File: config.mk
export PLATFORM = sky130hd
export DESIGN_NAME = vc_output_scheduler_flat
export DESIGN_NICKNAME = d
export VERILOG_FILES = /design/src/rtl/router_pkg.sv /design/src/rtl/vc_output_scheduler_if.sv /design/src/rtl/vc_output_scheduler_chk.sv /design/src/rtl/vc_output_scheduler_rr_select.sv /design/src/rtl/vc_output_scheduler.sv /design/src/flat_wrapper.sv
export SDC_FILE = /design/constraint.sdc
export NUM_CORES = 1
export LEC_CHECK = 0
export CAP_MARGIN = 20
export CORE_MARGIN = 2
export CORE_UTILIZATION = 40
export CTS_BUF_LIST = sky130_fd_sc_hd__clkbuf_8
export DETAILED_ROUTE_END_ITERATION = 10
export PLACE_DENSITY = 0.66
export SYNTH_ARGS = -nofsm -noshare
export SYNTH_HDL_FRONTEND = slang
export SYNTH_SLANG_ARGS = --single-unit
File: constraint.sdc
create_clock -name clk -period 2.7 [get_ports clk]
set_input_delay 0.405 -clock clk [delete_from_list [all_inputs] [get_ports clk]]
set_output_delay 0.405 -clock clk [all_outputs]
set_load 0.02 [all_outputs]
File: src/rtl/router_pkg.sv
// Shared router definitions: requester indices, VC numbering, per-VC FSM states
// and a small one-hot decode helper.
package router_pkg;

  localparam int REQ_PE = 0;
  localparam int REQ_WE = 1;
  localparam int REQ_S  = 2;
  localparam int REQ_N  = 3;

  localparam logic VC_EVEN = 1'b0;
  localparam logic VC_ODD  = 1'b1;

  typedef enum logic [1:0] {
    ST_IDLE  = 2'd0,
    ST_ISSUE = 2'd1,
    ST_FULL  = 2'd2
  } vc_state_e;

  function automatic logic [1:0] onehot_to_idx(input logic [3:0] oh);
    logic [1:0] idx;
    case (oh)
      4'b0010: idx = 2'd1;
      4'b0100: idx = 2'd2;
      4'b1000: idx = 2'd3;
      default: idx = 2'd0;
    endcase
    return idx;
  endfunction

endpackage

File: src/rtl/vc_output_scheduler_if.sv
// Handshake bundle between input-port requesters and one output-port scheduler.
interface vc_output_scheduler_if #(
  parameter int NUM_REQ = 4,
  parameter int NUM_VC  = 2
);
  logic               polarity;
  logic [NUM_REQ-1:0] req;
  logic [NUM_REQ-1:0] req_vc;
  logic [NUM_VC-1:0]  buf_empty;
  logic [NUM_REQ-1:0] grant;
  logic               grant_vc;
  logic               load;
  logic [NUM_REQ-1:0] clear;
  logic [NUM_VC-1:0]  busy;

  modport master (
    output polarity, req, req_vc, buf_empty,
    input  grant, grant_vc, load, clear, busy
  );

  modport slave (
    input  polarity, req, req_vc, buf_empty,
    output grant, grant_vc, load, clear, busy
  );
endinterface

File: src/rtl/vc_output_scheduler_chk.sv
// Output-invariant checker bound alongside the scheduler.
module vc_output_scheduler_chk #(
  parameter int NUM_REQ = 4,
  parameter int NUM_VC  = 2
) (
  input logic               clk,
  input logic               reset,
  input logic [NUM_REQ-1:0] grant,
  input logic [NUM_REQ-1:0] clear,
  input logic               load,
  input logic               grant_vc,
  input logic [NUM_VC-1:0]  busy,
  input logic [NUM_VC-1:0]  not_idle
);

  a_grant_onehot: assert property (@(posedge clk) disable iff (reset) $onehot0(grant));
  a_clear_eq:     assert property (@(posedge clk) disable iff (reset) clear == grant);
  a_load_eq:      assert property (@(posedge clk) disable iff (reset) load == (|grant));
  a_vc_quiet:     assert property (@(posedge clk) disable iff (reset) !load |-> !grant_vc);
  a_busy_fsm:     assert property (@(posedge clk) disable iff (reset) busy == not_idle);

endmodule

File: src/rtl/vc_output_scheduler_rr_select.sv
// Round-robin pick: first set request at or after ptr, ascending with wrap 3->0.
module rr_select (
  input  logic [3:0] req,
  input  logic [1:0] ptr,
  output logic [3:0] winner,
  output logic       valid
);

  logic [1:0] idx_s;

  // scan the four slots starting at the pointer; first hit wins
  always_comb begin
    winner = 4'b0000;
    valid  = 1'b0;
    idx_s  = ptr;
    for (int k = 0; k < 4; k++) begin
      idx_s = ptr + 2'(k);
      if (!valid && req[idx_s]) begin
        winner[idx_s] = 1'b1;
        valid         = 1'b1;
      end else begin
        valid = valid;
      end
    end
  end

endmodule

File: src/rtl/vc_output_scheduler.sv
// Per-VC issue scheduler for one router output port: polarity-phased round-robin
// arbitration into the even/odd output buffers, with registered grant/load/clear.
module vc_output_scheduler
  import router_pkg::*;
#(
  parameter int NUM_REQ = 4,
  parameter int NUM_VC  = 2
) (
  input logic                  clk,
  input logic                  reset,
  vc_output_scheduler_if.slave bus
);

  vc_state_e          state_r     [NUM_VC];
  vc_state_e          state_nx_s  [NUM_VC];
  logic [1:0]         ptr_r       [NUM_VC];
  logic [1:0]         ptr_nx_s    [NUM_VC];
  logic [NUM_REQ-1:0] elig_s      [NUM_VC];
  logic [NUM_REQ-1:0] win_s       [NUM_VC];
  logic [NUM_VC-1:0]  win_valid_s;
  logic [NUM_VC-1:0]  not_idle_s;

  logic [NUM_REQ-1:0] grant_nx_s, grant_r;
  logic               load_nx_s, load_r;
  logic               vc_nx_s, grant_vc_r;
  logic [NUM_VC-1:0]  busy_nx_s, busy_r;

  for (genvar v = 0; v < NUM_VC; v++) begin : g_vc
    localparam logic VC_BIT = (v == 1);
    // a VC only arbitrates in its own phase, from IDLE, into an empty buffer
    assign elig_s[v] = bus.req & (VC_BIT ? bus.req_vc : ~bus.req_vc)
                     & {NUM_REQ{bus.buf_empty[v] & (state_r[v] == ST_IDLE)
                                & (bus.polarity == VC_BIT)}};
    assign not_idle_s[v] = (state_r[v] != ST_IDLE);

    rr_select u_rr (
      .req    (elig_s[v]),
      .ptr    (ptr_r[v]),
      .winner (win_s[v]),
      .valid  (win_valid_s[v])
    );
  end

  // per-VC next state and pointer
  always_comb begin
    for (int v = 0; v < NUM_VC; v++) begin
      state_nx_s[v] = state_r[v];
      ptr_nx_s[v]   = ptr_r[v];
      case (state_r[v])
        ST_IDLE: begin
          if (win_valid_s[v]) begin
            state_nx_s[v] = ST_ISSUE;
            ptr_nx_s[v]   = onehot_to_idx(win_s[v]) + 2'd1;
          end else begin
            state_nx_s[v] = ST_IDLE;
          end
        end
        ST_ISSUE: state_nx_s[v] = ST_FULL;
        ST_FULL: begin
          if (bus.buf_empty[v]) begin
            state_nx_s[v] = ST_IDLE;
          end else begin
            state_nx_s[v] = ST_FULL;
          end
        end
        default: state_nx_s[v] = ST_IDLE;
      endcase
    end
  end

  // issue outputs; polarity guarantees at most one VC wins per edge
  always_comb begin
    grant_nx_s = {NUM_REQ{1'b0}};
    load_nx_s  = 1'b0;
    vc_nx_s    = 1'b0;
    busy_nx_s  = {NUM_VC{1'b0}};
    for (int v = 0; v < NUM_VC; v++) begin
      grant_nx_s   = grant_nx_s | win_s[v];
      load_nx_s    = load_nx_s | win_valid_s[v];
      vc_nx_s      = vc_nx_s | (win_valid_s[v] & (v == 1));
      busy_nx_s[v] = (state_nx_s[v] != ST_IDLE);
    end
  end

  // state, pointer and output registers
  always_ff @(posedge clk or posedge reset) begin
    if (reset) begin
      for (int v = 0; v < NUM_VC; v++) begin
        state_r[v] <= ST_IDLE;
        ptr_r[v]   <= 2'd0;
      end
      grant_r    <= {NUM_REQ{1'b0}};
      load_r     <= 1'b0;
      grant_vc_r <= 1'b0;
      busy_r     <= {NUM_VC{1'b0}};
    end else begin
      for (int v = 0; v < NUM_VC; v++) begin
        state_r[v] <= state_nx_s[v];
        ptr_r[v]   <= ptr_nx_s[v];
      end
      grant_r    <= grant_nx_s;
      load_r     <= load_nx_s;
      grant_vc_r <= vc_nx_s;
      busy_r     <= busy_nx_s;
    end
  end

  assign bus.grant    = grant_r;
  assign bus.clear    = grant_r;
  assign bus.load     = load_r;
  assign bus.grant_vc = grant_vc_r;
  assign bus.busy     = busy_r;

  vc_output_scheduler_chk #(.NUM_REQ(NUM_REQ), .NUM_VC(NUM_VC)) u_chk (
    .clk      (clk),
    .reset    (reset),
    .grant    (grant_r),
    .clear    (grant_r),
    .load     (load_r),
    .grant_vc (grant_vc_r),
    .busy     (busy_r),
    .not_idle (not_idle_s)
  );

endmodule

File: src/flat_wrapper.sv
// flat-port wrapper written by rule: the top's interface ports become plain ports
module vc_output_scheduler_flat import router_pkg::*;
#(
  parameter int NUM_REQ = 4,
  parameter int NUM_VC  = 2
)
  (clk, reset, bus_polarity, bus_req, bus_req_vc, bus_buf_empty, bus_grant, bus_grant_vc, bus_load, bus_clear, bus_busy);
  vc_output_scheduler_if #(.NUM_REQ(NUM_REQ), .NUM_VC(NUM_VC)) bus_i ();
  input logic clk;
  input logic reset;
  input wire logic [$bits(bus_i.polarity)-1:0] bus_polarity;
  input wire logic [$bits(bus_i.req)-1:0] bus_req;
  input wire logic [$bits(bus_i.req_vc)-1:0] bus_req_vc;
  input wire logic [$bits(bus_i.buf_empty)-1:0] bus_buf_empty;
  output wire logic [$bits(bus_i.grant)-1:0] bus_grant;
  output wire logic [$bits(bus_i.grant_vc)-1:0] bus_grant_vc;
  output wire logic [$bits(bus_i.load)-1:0] bus_load;
  output wire logic [$bits(bus_i.clear)-1:0] bus_clear;
  output wire logic [$bits(bus_i.busy)-1:0] bus_busy;
  assign bus_i.polarity = bus_polarity;
  assign bus_i.req = bus_req;
  assign bus_i.req_vc = bus_req_vc;
  assign bus_i.buf_empty = bus_buf_empty;
  assign bus_grant = bus_i.grant;
  assign bus_grant_vc = bus_i.grant_vc;
  assign bus_load = bus_i.load;
  assign bus_clear = bus_i.clear;
  assign bus_busy = bus_i.busy;
  vc_output_scheduler #(.NUM_REQ(NUM_REQ), .NUM_VC(NUM_VC)) u_core (.clk(clk), .reset(reset), .bus(bus_i));
endmodule
=== Word level (Yosys, flattened, before mapping) ===
Index checks and enable logic that the tools add are counted.

* Magnitude comparators: 16
* Reduce and logical (&&, ||, !) cells: 26
* Multiplexer cells: 60
* Add/sub/neg operators: 8
* Eq/ne operators: 10
* Bitwise logic cells: 18

{| class="wikitable"
|+ Operators by type and width
! cell !! count
|-
| 4-bit 2-to-1 mux || 8
|-
| 4-bit bitwise OR || 7
|-
| 1-bit 2-to-1 mux || 26
|-
| 2-bit by 3-bit less-than comparator with 1-bit output, second input constant || 8
|-
| 2-bit case mux with 3 select lines || 4
|-
| 4-bit bitwise AND || 4
|-
| 1-bit binary-select mux with 2-bit select || 8
|-
| 1-bit demux with 2-bit select || 8
|-
| 2-bit by 1-bit greater-or-equal comparator with 1-bit output, second input constant || 8
|-
| 1-bit logical AND || 14
|-
| 2-bit 2-to-1 mux || 6
|-
| 2-bit by 1-bit adder with 2-bit output, second input constant || 4
|-
| 2-bit adder, second input constant || 4
|-
| 4-bit by 2-bit equality test with 1-bit output, second input constant || 2
|-
| 4-bit by 3-bit equality test with 1-bit output, second input constant || 2
|-
| 4-bit equality test, second input constant || 2
|-
| 1-bit logical NOT || 6
|-
| 1-bit bitwise AND || 4
|-
| 2-bit by 1-bit equality test with 1-bit output, second input constant || 2
|-
| 2-bit equality test, second input constant || 2
|-
| 2-bit logical NOT || 2
|-
| 4-bit NOT || 1
|-
| 2-bit AND reduction || 2
|-
| 2-bit nonzero test || 2
|-
| 2 further kinds || 2
|}

* Flip-flop bits (word level): 16
* Input bits: 13
* Output and inout bits: 12
* Word-level logic and storage cells: 146

=== Depth between registers and ports, before layout ===
* Word-level depth: 21
* Depth in mapped cells: 10
* Mapped depth without buffers: 9

=== Modules after synthesis ===
From an unflattened synthesis, not the netlist that was laid out.

* Cells, all modules: 185
* Area total of the unflattened synthesis: 1,737.9 µm²

{| class="wikitable"
|+ By module, submodules not included
! module !! times used !! area each (µm²) !! cells an instance !! sequential area each (µm²)
|-
| vc_output_scheduler || 1 || 735.7 || 61 || 400.4
|-
| rr_select at u_core.g_vc[0].u_rr || 1 || 508.0 || 62 || 0.0
|-
| rr_select at u_core.g_vc[1].u_rr || 1 || 494.2 || 62 || 0.0
|}

=== Worst setup path before layout ===
OpenSTA, ideal clock, no wires.

* Path kind: register to register
* Start point: reg u_core.ptr_r[2] (netlist bit)
* End point: reg u_core.ptr_r[3] (netlist bit)
* Library setup time: 121 ps
* Required time: 2,579 ps
* Path buffers: 1
* Arrival time: 2,624 ps
* Cell stages (with the launch flop): 11
* Path slack: -45 ps
* Period minus slack after synthesis: 2,745 ps
* Cells stage by stage: dfrtp_1 -> buf_2 -> inv_1 -> ha_1 -> or4b_1 -> nand4_1 -> nor3_1 -> o211a_1 -> a221oi_1 -> xor2_1 -> a32o_2

* Word-level cells in the longest chain between the ends: 17
* Elaborated cells between the ends (all ways): 56
* Those cells by class: add/sub (4); order compare (8); eq/ne (3); mux (27); bitwise (3); reduce/logical (11)

{| class="wikitable"
|+ RTL lines
! item !! line !! source
|-
| from (decl) || vc_output_scheduler.sv:16 || <nowiki>logic [1:0] ptr_r [NUM_VC];</nowiki>
|-
| from (signal, indexed assignment) || vc_output_scheduler.sv:99 || <nowiki>ptr_r[v] <= ptr_nx_s[v];</nowiki>
|-
| parallel branches: the longest is 17 deep, another holds 2-bit by 3-bit less-than comparator with 1-bit output || n/a ||
|}

Parallel ways; which one is timed is not known. The select of a mux whose other input is x is not followed.
A chain may end at the register's enable or synchronous reset.

=== Worst setup path in the final report ===
Ends and elaborated chain as after synthesis.

==> flow_results.org <==
** Layout
- Once layout is done, the placed cells without fillers occupy 1940 µm².
- At the end of the flow, the number of nets in the layout was 216.
- From synthesis to final layout, the design area changed by 37.5%.
- Final core utilization :: 57.8%
- Of the cells placed in the final design, the portion with a size suffix greater than 1 is 23.2%.
- Antenna diodes :: 0

** Drt
- First-pass DRT Iterations :: 4
- Overall via count from detail_route :: 1,342
- Dividing the detail-routed via count by the number of cells gives 5.69.
- WL final :: 3.40 mm
- The detail route stage leaves a number of antenna-violating nets equal to 0.
- In the routed design, unresolved DRC markers number 0.
- Routed wirelength normalized by instance count :: 14.4 µm
- DRC marker count from the first detailed-route iteration :: 66

** STA
- For the finished layout, the period the worst path requires is 2.61 ns.
- After layout, the worst path uses 96.6% of the clock period.
- Across the routed clock network, the largest skew measured is 0.00110 ns.
- The worst pin sits at a relative slew slack of 50.7%.
- For the pin with the worst max-slew slack, the measured transition is 0.733 ns.
- The total count of hold-check failures in the final report is 0.
- Hold timing on the final database bottoms out at a slack of 0.514 ns.
- Setup violations, final :: 0
- Final count of pins violating max slew :: 0
- Setup repair after global routing missed its margin :: yes
- Timing would allow up to 0.383 GHz.

** Power and ir drop
- Cell area power density :: 851 nW/µm²
- Final total power :: 1650 µW
- For this design the static power due to leakage is 0.000906 µW.
- VDD IR max :: 439 µV

** Placed design
- Detailed placer's ending HPWL :: 2.76 mm
- Count of buffers from port buffering :: 24
- After detailed placement, the total cell area comes to 1860 µm².
- At the end of routability-driven placement, the weighted congestion stood at 0.818.

** Yosys
- A synthesized cell averages 9.89 µm².
- Number of flops mapped to enable cells by yosys :: 0
- Compound-gate portion of the synthesized area :: 17.3%
- Yosys warnings :: 0
- After synthesis, flip-flops and latches occupy 28.3% of the total area.
- Portion of synthesized cell area occupied by the leading cell type :: 28.3%
- Among all flip-flop cells after synthesis, the most frequent one is sky130_fd_sc_hd__dfrtp_1.
- Leading post-synthesis cells by cell area :: sky130_fd_sc_hd__dfrtp_1 (28%), sky130_fd_sc_hd__ha_1 (11%), sky130_fd_sc_hd__mux4_2 (8.0%)
- Dominant combinational cell family by area after synthesis :: simple AND/OR/NAND/NOR gates
- XOR/XNOR share of the synthesized area :: 2.48%
- Cells after Synth :: 143
- Share of synthesized cell area in full adder, half adder and majority cells :: 10.6%
- Register bit count reported by yosys :: 16
- Cell area after synthesis :: 1410 µm²
- Counting every net in the synthesized netlist gives 168.
- Library cell with the largest summed area after synthesis :: sky130_fd_sc_hd__dfrtp_1
- For this run, asynchronously set or reset flops after synthesis account for 100%.
- Multiplexer share of the synthesized area :: 11.6%
- In this run, distinct cell masters in the synthesized netlist total 43.
- The synthesized netlist devotes 24.3% of its cell area to simple gates.

** Critical path
- For the worst setup path, the data required time is 2.83 ns.
- Data arrives at the worst endpoint at 2.74 ns.
- Worst setup path endpoint :: u_core.ptr_r[3]$_DFFE_PP0P_
- By startpoint and endpoint, the worst setup path is classified as flip-flop to flip-flop.
- The critical path starts at u_core.ptr_r[2]$_DFFE_PP0P_.
- The worst setup path is launched from a flip-flop.
- The startpoint identified for the worst register-to-register timing path is u_core.ptr_r[2]$_DFFE_PP0P_.
- Cells on worst reg2reg path :: 10
- Worst reg2reg endpoint :: u_core.ptr_r[3]$_DFFE_PP0P_
- STA classifies the critical path endpoint as a flip-flop.
- CP max FO :: 4
- Register-to-register path setup slack :: 0.09 ns

** CTS
- Reg clk slew, reported paths :: 0.06 ns
- The number of gates resized after CTS was 0.
- Buffer count from post-CTS setup fixing :: 0
- Counting along the longest clock path gives a buffer depth of 2.
- Inserted Clock Buffers :: 3
- TritonCTS built the clock tree.
- Number of clock sinks :: 16
- Number of H-tree levels :: 1
- Insertion delay of the later-clocked pin in the worst-skew pair :: 0.24 ns
- Hold repair after CTS inserted 0 buffers.
- CTS placed an instance of sky130_fd_sc_hd__clkbuf_8 at the clock tree root.

** Run
- Max-cap violations in this run came to 0.

** Global route
- Antenna violations before repair :: 0
- Maximum number of pins on one net before global-route repair :: 17
- Global-route congestion overflow total :: 0
- Across every metal layer, demand over resource in global routing totals 17.5%.
- Global-route wire length before repair :: 5.71 mm
- Number of global-route vias before repair :: 1,277

** Floorplanning
- The total area inside the core boundary comes to 3360 µm².
- During I/O placement, the number of pins put on the boundary was 25.
- The initialized floorplan defines 21 standard-cell rows.
- Effective utilization at floorplan :: 42.0%
- The die is 63.5 µm wide.
- The die is 63.5 µm tall.
- The die covers 4030 µm².

** Run status
- The flow ran to the end, and the final reports show no timing, DRC or antenna violations.

** Worst hold path
- Hold crit path type :: input port to async pin
-- sequential cells by signal, summed over array words and instances (netlist names) --
register / flops
u_core.bus.load: 1
u_core.ptr_r: 4
u_core.bus.busy: 2
u_core.bus.grant_vc: 1
u_core.bus.clear: 4
u_core.state_r: 4
-- metrics by stage --
step / setup slack, ns / TNS (ns) / cells
2_1_floorplan: 0.00805 / 0 / 143
3_3_place_gp: -0.0362 / -0.0688 / 232
3_5_place_dp: -0.155 / -0.346 / 232
4_1_cts: 0.0537 / 0 / 236
5_1_grt: -0.0252 / -0.0413 / 236
6_report: 0.0906 / 0 / 236
-- worst min path at each step --
stage	cells past startpoint	slack [ns]	endpoint	start
2_1_floorplan	1	0.32	u_core.bus.busy[0]$_DFF_PP0_	reset
3_3_place_gp	1	0.48	u_core.state_r[1]$_DFF_PP0_	u_core.state_r[0]$_DFF_PP0_
3_5_place_dp	1	0.50	u_core.state_r[1]$_DFF_PP0_	u_core.state_r[0]$_DFF_PP0_
4_1_cts	1	0.51	u_core.state_r[1]$_DFF_PP0_	u_core.state_r[0]$_DFF_PP0_
5_1_grt	1	0.54	u_core.state_r[1]$_DFF_PP0_	u_core.state_r[0]$_DFF_PP0_
6_report	2	0.51	u_core.state_r[1]$_DFF_PP0_	reset
-- synthesized netlist by cell type, types with 2 or more instances --
master and instances:
sky130_fd_sc_hd__a221oi_1 6, sky130_fd_sc_hd__a22o_1 3, sky130_fd_sc_hd__a2bb2oi_1 3, sky130_fd_sc_hd__a31oi_1 2, sky130_fd_sc_hd__a32oi_1 2, sky130_fd_sc_hd__and4_1 2, sky130_fd_sc_hd__buf_4 4, sky130_fd_sc_hd__dfrtp_1 16
sky130_fd_sc_hd__ha_1 12, sky130_fd_sc_hd__inv_1 10, sky130_fd_sc_hd__mux2i_1 4, sky130_fd_sc_hd__mux4_2 5, sky130_fd_sc_hd__nand2_1 12, sky130_fd_sc_hd__nand2b_1 8, sky130_fd_sc_hd__nand3_1 3, sky130_fd_sc_hd__nand4_1 3
sky130_fd_sc_hd__nand4b_1 3, sky130_fd_sc_hd__nor2_1 6, sky130_fd_sc_hd__nor2b_1 3, sky130_fd_sc_hd__nor3_1 3, sky130_fd_sc_hd__o211a_1 3, sky130_fd_sc_hd__o21ai_0 4, sky130_fd_sc_hd__or4b_1 2, sky130_fd_sc_hd__or4bb_1 2
sky130_fd_sc_hd__xor2_1 4
-- layout make-up --
cell class                      count  area, µm²
Fill cell                         316       1420
Multi-Input combinational cell    111        970
Timing Repair Buffer               48        420
Sequential cell                    16        400
Tap cell                           46       57.6
Clock buffer                        4       55.1
Inverter                           11       41.3
-- report_power, final --
part           switching (µW)  total [µW]  leakage [µW]  internal (µW)
sequential               39.5         355      0.000205            316
combinational             574        1100      0.000673            521
clock                    75.5         205     0.0000288            129
total                     689        1650      0.000906            966
-- routing by layer --
metal | vias to the layer above | GRT usage [%] | share of wire, %
met4 | 0 | 4.08 | 0.79
li1 | 642 | - | -
met3 | 8 | 2.14 | 5.4
met5 | - | 0 | 0
met2 | 59 | 32.1 | 51
met1 | 633 | 21.7 | 43
-- layout by cell type, fill, tap and decap left out, types with 2 or more instances in the layout --
cell type / n
sky130_fd_sc_hd__clkdlybuf4s50_1: 24
sky130_fd_sc_hd__buf_4: 24
sky130_fd_sc_hd__dfrtp_1: 16
sky130_fd_sc_hd__nand2_1: 12
sky130_fd_sc_hd__ha_1: 12
sky130_fd_sc_hd__inv_1: 10
sky130_fd_sc_hd__nand2b_1: 8
sky130_fd_sc_hd__mux4_2: 5
sky130_fd_sc_hd__nor2_1: 5
sky130_fd_sc_hd__a221oi_1: 5
sky130_fd_sc_hd__mux2i_1: 4
sky130_fd_sc_hd__xor2_1: 4
sky130_fd_sc_hd__o21ai_0: 4
sky130_fd_sc_hd__clkbuf_8: 4
sky130_fd_sc_hd__nor2b_1: 3
sky130_fd_sc_hd__nand4b_1: 3
sky130_fd_sc_hd__a22o_1: 3
sky130_fd_sc_hd__nand4_1: 3
sky130_fd_sc_hd__o211a_1: 3
sky130_fd_sc_hd__nand3_1: 3
sky130_fd_sc_hd__or4bb_1: 2
sky130_fd_sc_hd__or4b_1: 2
sky130_fd_sc_hd__and4_1: 2
sky130_fd_sc_hd__nor3_2: 2
sky130_fd_sc_hd__a31oi_1: 2
sky130_fd_sc_hd__a32oi_1: 2
sky130_fd_sc_hd__a2bb2oi_2: 2
-- logic make-up (layout without fill, tap and decap cells) --
kind of cell	after synthesis	in the layout
mux	10	10
simple gates	55	55
compound gates	30	30
flops	16	16
fa+ha+maj	12	12
buf+inv	16	63
xor+xnor	4	4
-- critical path, stage by stage, from the launching register on --
cell,delay [ns]
sky130_fd_sc_hd__dfrtp_1,0.35
sky130_fd_sc_hd__inv_1,0.06
sky130_fd_sc_hd__ha_1,0.33
sky130_fd_sc_hd__or4bb_1,0.53
sky130_fd_sc_hd__and4_1,0.26
sky130_fd_sc_hd__nor2_2,0.14
sky130_fd_sc_hd__a22o_1,0.16
sky130_fd_sc_hd__a221oi_1,0.10
sky130_fd_sc_hd__buf_4,0.15
sky130_fd_sc_hd__xor2_1,0.15
sky130_fd_sc_hd__a32o_2,0.25
Power figures use the tool's default switching activity.
==> edit, RTL diff (same settings) <==
Make the reset (`reset`) synchronous in one clocked block.
--- a/src/rtl/vc_output_scheduler.sv
+++ b/src/rtl/vc_output_scheduler.sv
@@ -83,7 +83,7 @@
   end
 
   // state, pointer and output registers
-  always_ff @(posedge clk or posedge reset) begin
+  always_ff @(posedge clk) begin
     if (reset) begin
       for (int v = 0; v < NUM_VC; v++) begin
         state_r[v] <= ST_IDLE;
Behaviour: differs if reset is asserted again (counterexample within 4 cycles, from zero or initial values and one cycle with reset high); with reset held inactive, the same outputs for 10 cycles.
==> edit against the original RTL <==
- area after synthesis is 4.7% higher
- first-iteration DRC count down 32%
- sequential cell count stayed put
- die area is 4.4% higher
- critical path depth is 3 lower
- core utilization shrank 0.46 points
- non-clock buffer count increased by 3
- worst setup slack better by 0.0084 ns
- count of clock-buffer cells in the layout is the same
- routed wire length grew 14%
- final cell count grew 14%
- design area is 6.4% higher
Power is not compared: it rests on default switching activity, and its combinational part moved more than twofold at a synthesized area within 25%.
==> edit: results <==
set metrics [dict create \
    synthArstFlopShare_pct 0 \
    met2_usage_pct 38.14 \
    worst_pin_slew_ns 0.5883 \
    gr-usage-met3_pct 1.215 \
    hp-class "flop to flop" \
    viasPerCell 5.593 \
    drive_above_1_share_pct 25.45 \
    yosys-top-cells-count "23 x nor2_1, 16 x dfxtp_1, 14 x ha_1, 10 x nand2_1, 7 x a21oi_1" \
    r2r-start "u_core.ptr_r[0][1]" \
    cp_max_fo 6 \
    gp_congestion 0.8634 \
    skew_ns 0.001600 \
    yosysSeqAreaShare_pct 21.64 \
    ys_types 51 \
    status "finished clean" \
    fill_cells 323 \
    grt_pass1_vias 1486 \
    grt_pass1_wl_um 6603 \
    cpMaxStageDelayCell "clkdlybuf4s50_1" \
    drt_first_iter_violations 45 \
    multiInputGateArea_um2 1171 \
    layout.nets 248 \
    use_met1_pct 22.93 \
    synth_area_leaders "dfxtp_1 22%, ha_1 12%, nor2_1 5.8%, mux4_2 4.6%, a221oi_1 3.0%" \
    grt_usage_pct 19.68 \
    r2r_end "u_core.ptr_r[0][0]" \
    totalWireLength_um 3889 \
    worstPathArrival_ns 2.79 \
    r2r_slack_ns 0.16 \
    portBuffers 24 \
    synth_nets 198 \
    hpwlAfterDp_um 3192 \
]
## edit: timing repair
action                     4_1_cts  5_1_grt
resized for setup                1       15
setup endpoints to repair        1        9
hold endpoints to repair         0        0
## edit: power by group through the flow
stage | sequential, mW | combinational (mW) | clock [mW]
finish | 0.274 | 0.430 | 0.206
CTS | 0.274 | 0.406 | 0.211
global placement | 0.279 | 0.391 | 0
floorplan | 0.304 | 0.214 | 0
global route | 0.277 | 0.465 | 0.220
detailed placement | 0.279 | 0.404 | 0
## edit: cells by family after synthesis
group	after synthesis	synth area share, %
AOI/OAI and AO/OA	41	22.49
xor gates and xnor gates	4	2.367
adders and majority gates	14	11.83
buffers and inverters	11	3.804
DFF	16	21.64
muxes	9	9.890
and+or+nand+nor	76	27.98
## edit: area by class of cell
type                    count  share of cell area (%)
multi-input cells         144                   56.62
clock buffers               4                   2.662
well taps                  48                   2.904
repair buffers             51                   21.42
inverters                   5                  0.9074
flip-flops and latches     16                   15.49
## edit: how the worst max path moves through the flow
| stage | start | endpoint | slack [ns] |
|---|---|---|---|
| after floorplan | u_core.ptr_r[0][3] | u_core.ptr_r[0][3] | 0.12 |
| after global placement | bus_req_vc[0] | u_core.ptr_r[0][3] | -0.12 |
| after detailed placement | bus_req_vc[0] | u_core.ptr_r[0][3] | -0.31 |
| after CTS | bus_req_vc[0] | u_core.ptr_r[0][3] | 0.03 |
| after global routing | u_core.ptr_r[0][1] | u_core.ptr_r[0][1] | 0.03 |
| final | bus_req_vc[0] | u_core.ptr_r[0][3] | 0.1 |
## edit: through the flow
step | hold WS, ns | area, µm² | std cells | setup WS, ns
global placement | 0.5466 | 1946 | 264 | -0.1220
finish | 0.5948 | 2068 | 268 | 0.09900
CTS | 0.5972 | 2002 | 268 | 0.03365
global route | 0.6198 | 2068 | 268 | 0.02667
detailed placement | 0.5785 | 1946 | 264 | -0.3090
floorplan | 0.5197 | 1480 | 171 | 0.1163
## edit: worst max-delay path: cells and delay by family
kind | cells | cell delay (ns)
multiplexers | 1 | 0.53
AND/OR/NAND/NOR | 3 | 0.67
buffers and inverters | 1 | 0.61
AO/OA/AOI/OAI | 2 | 0.58
## edit: per-layer routing
metal	part of all wire, %	wire length [µm]	vias up
met5	0	0	-
met4	0.75	29	0
met3	1.3	52	4
met2	56	2165	24
met1	42	1642	721
li1	-	-	750
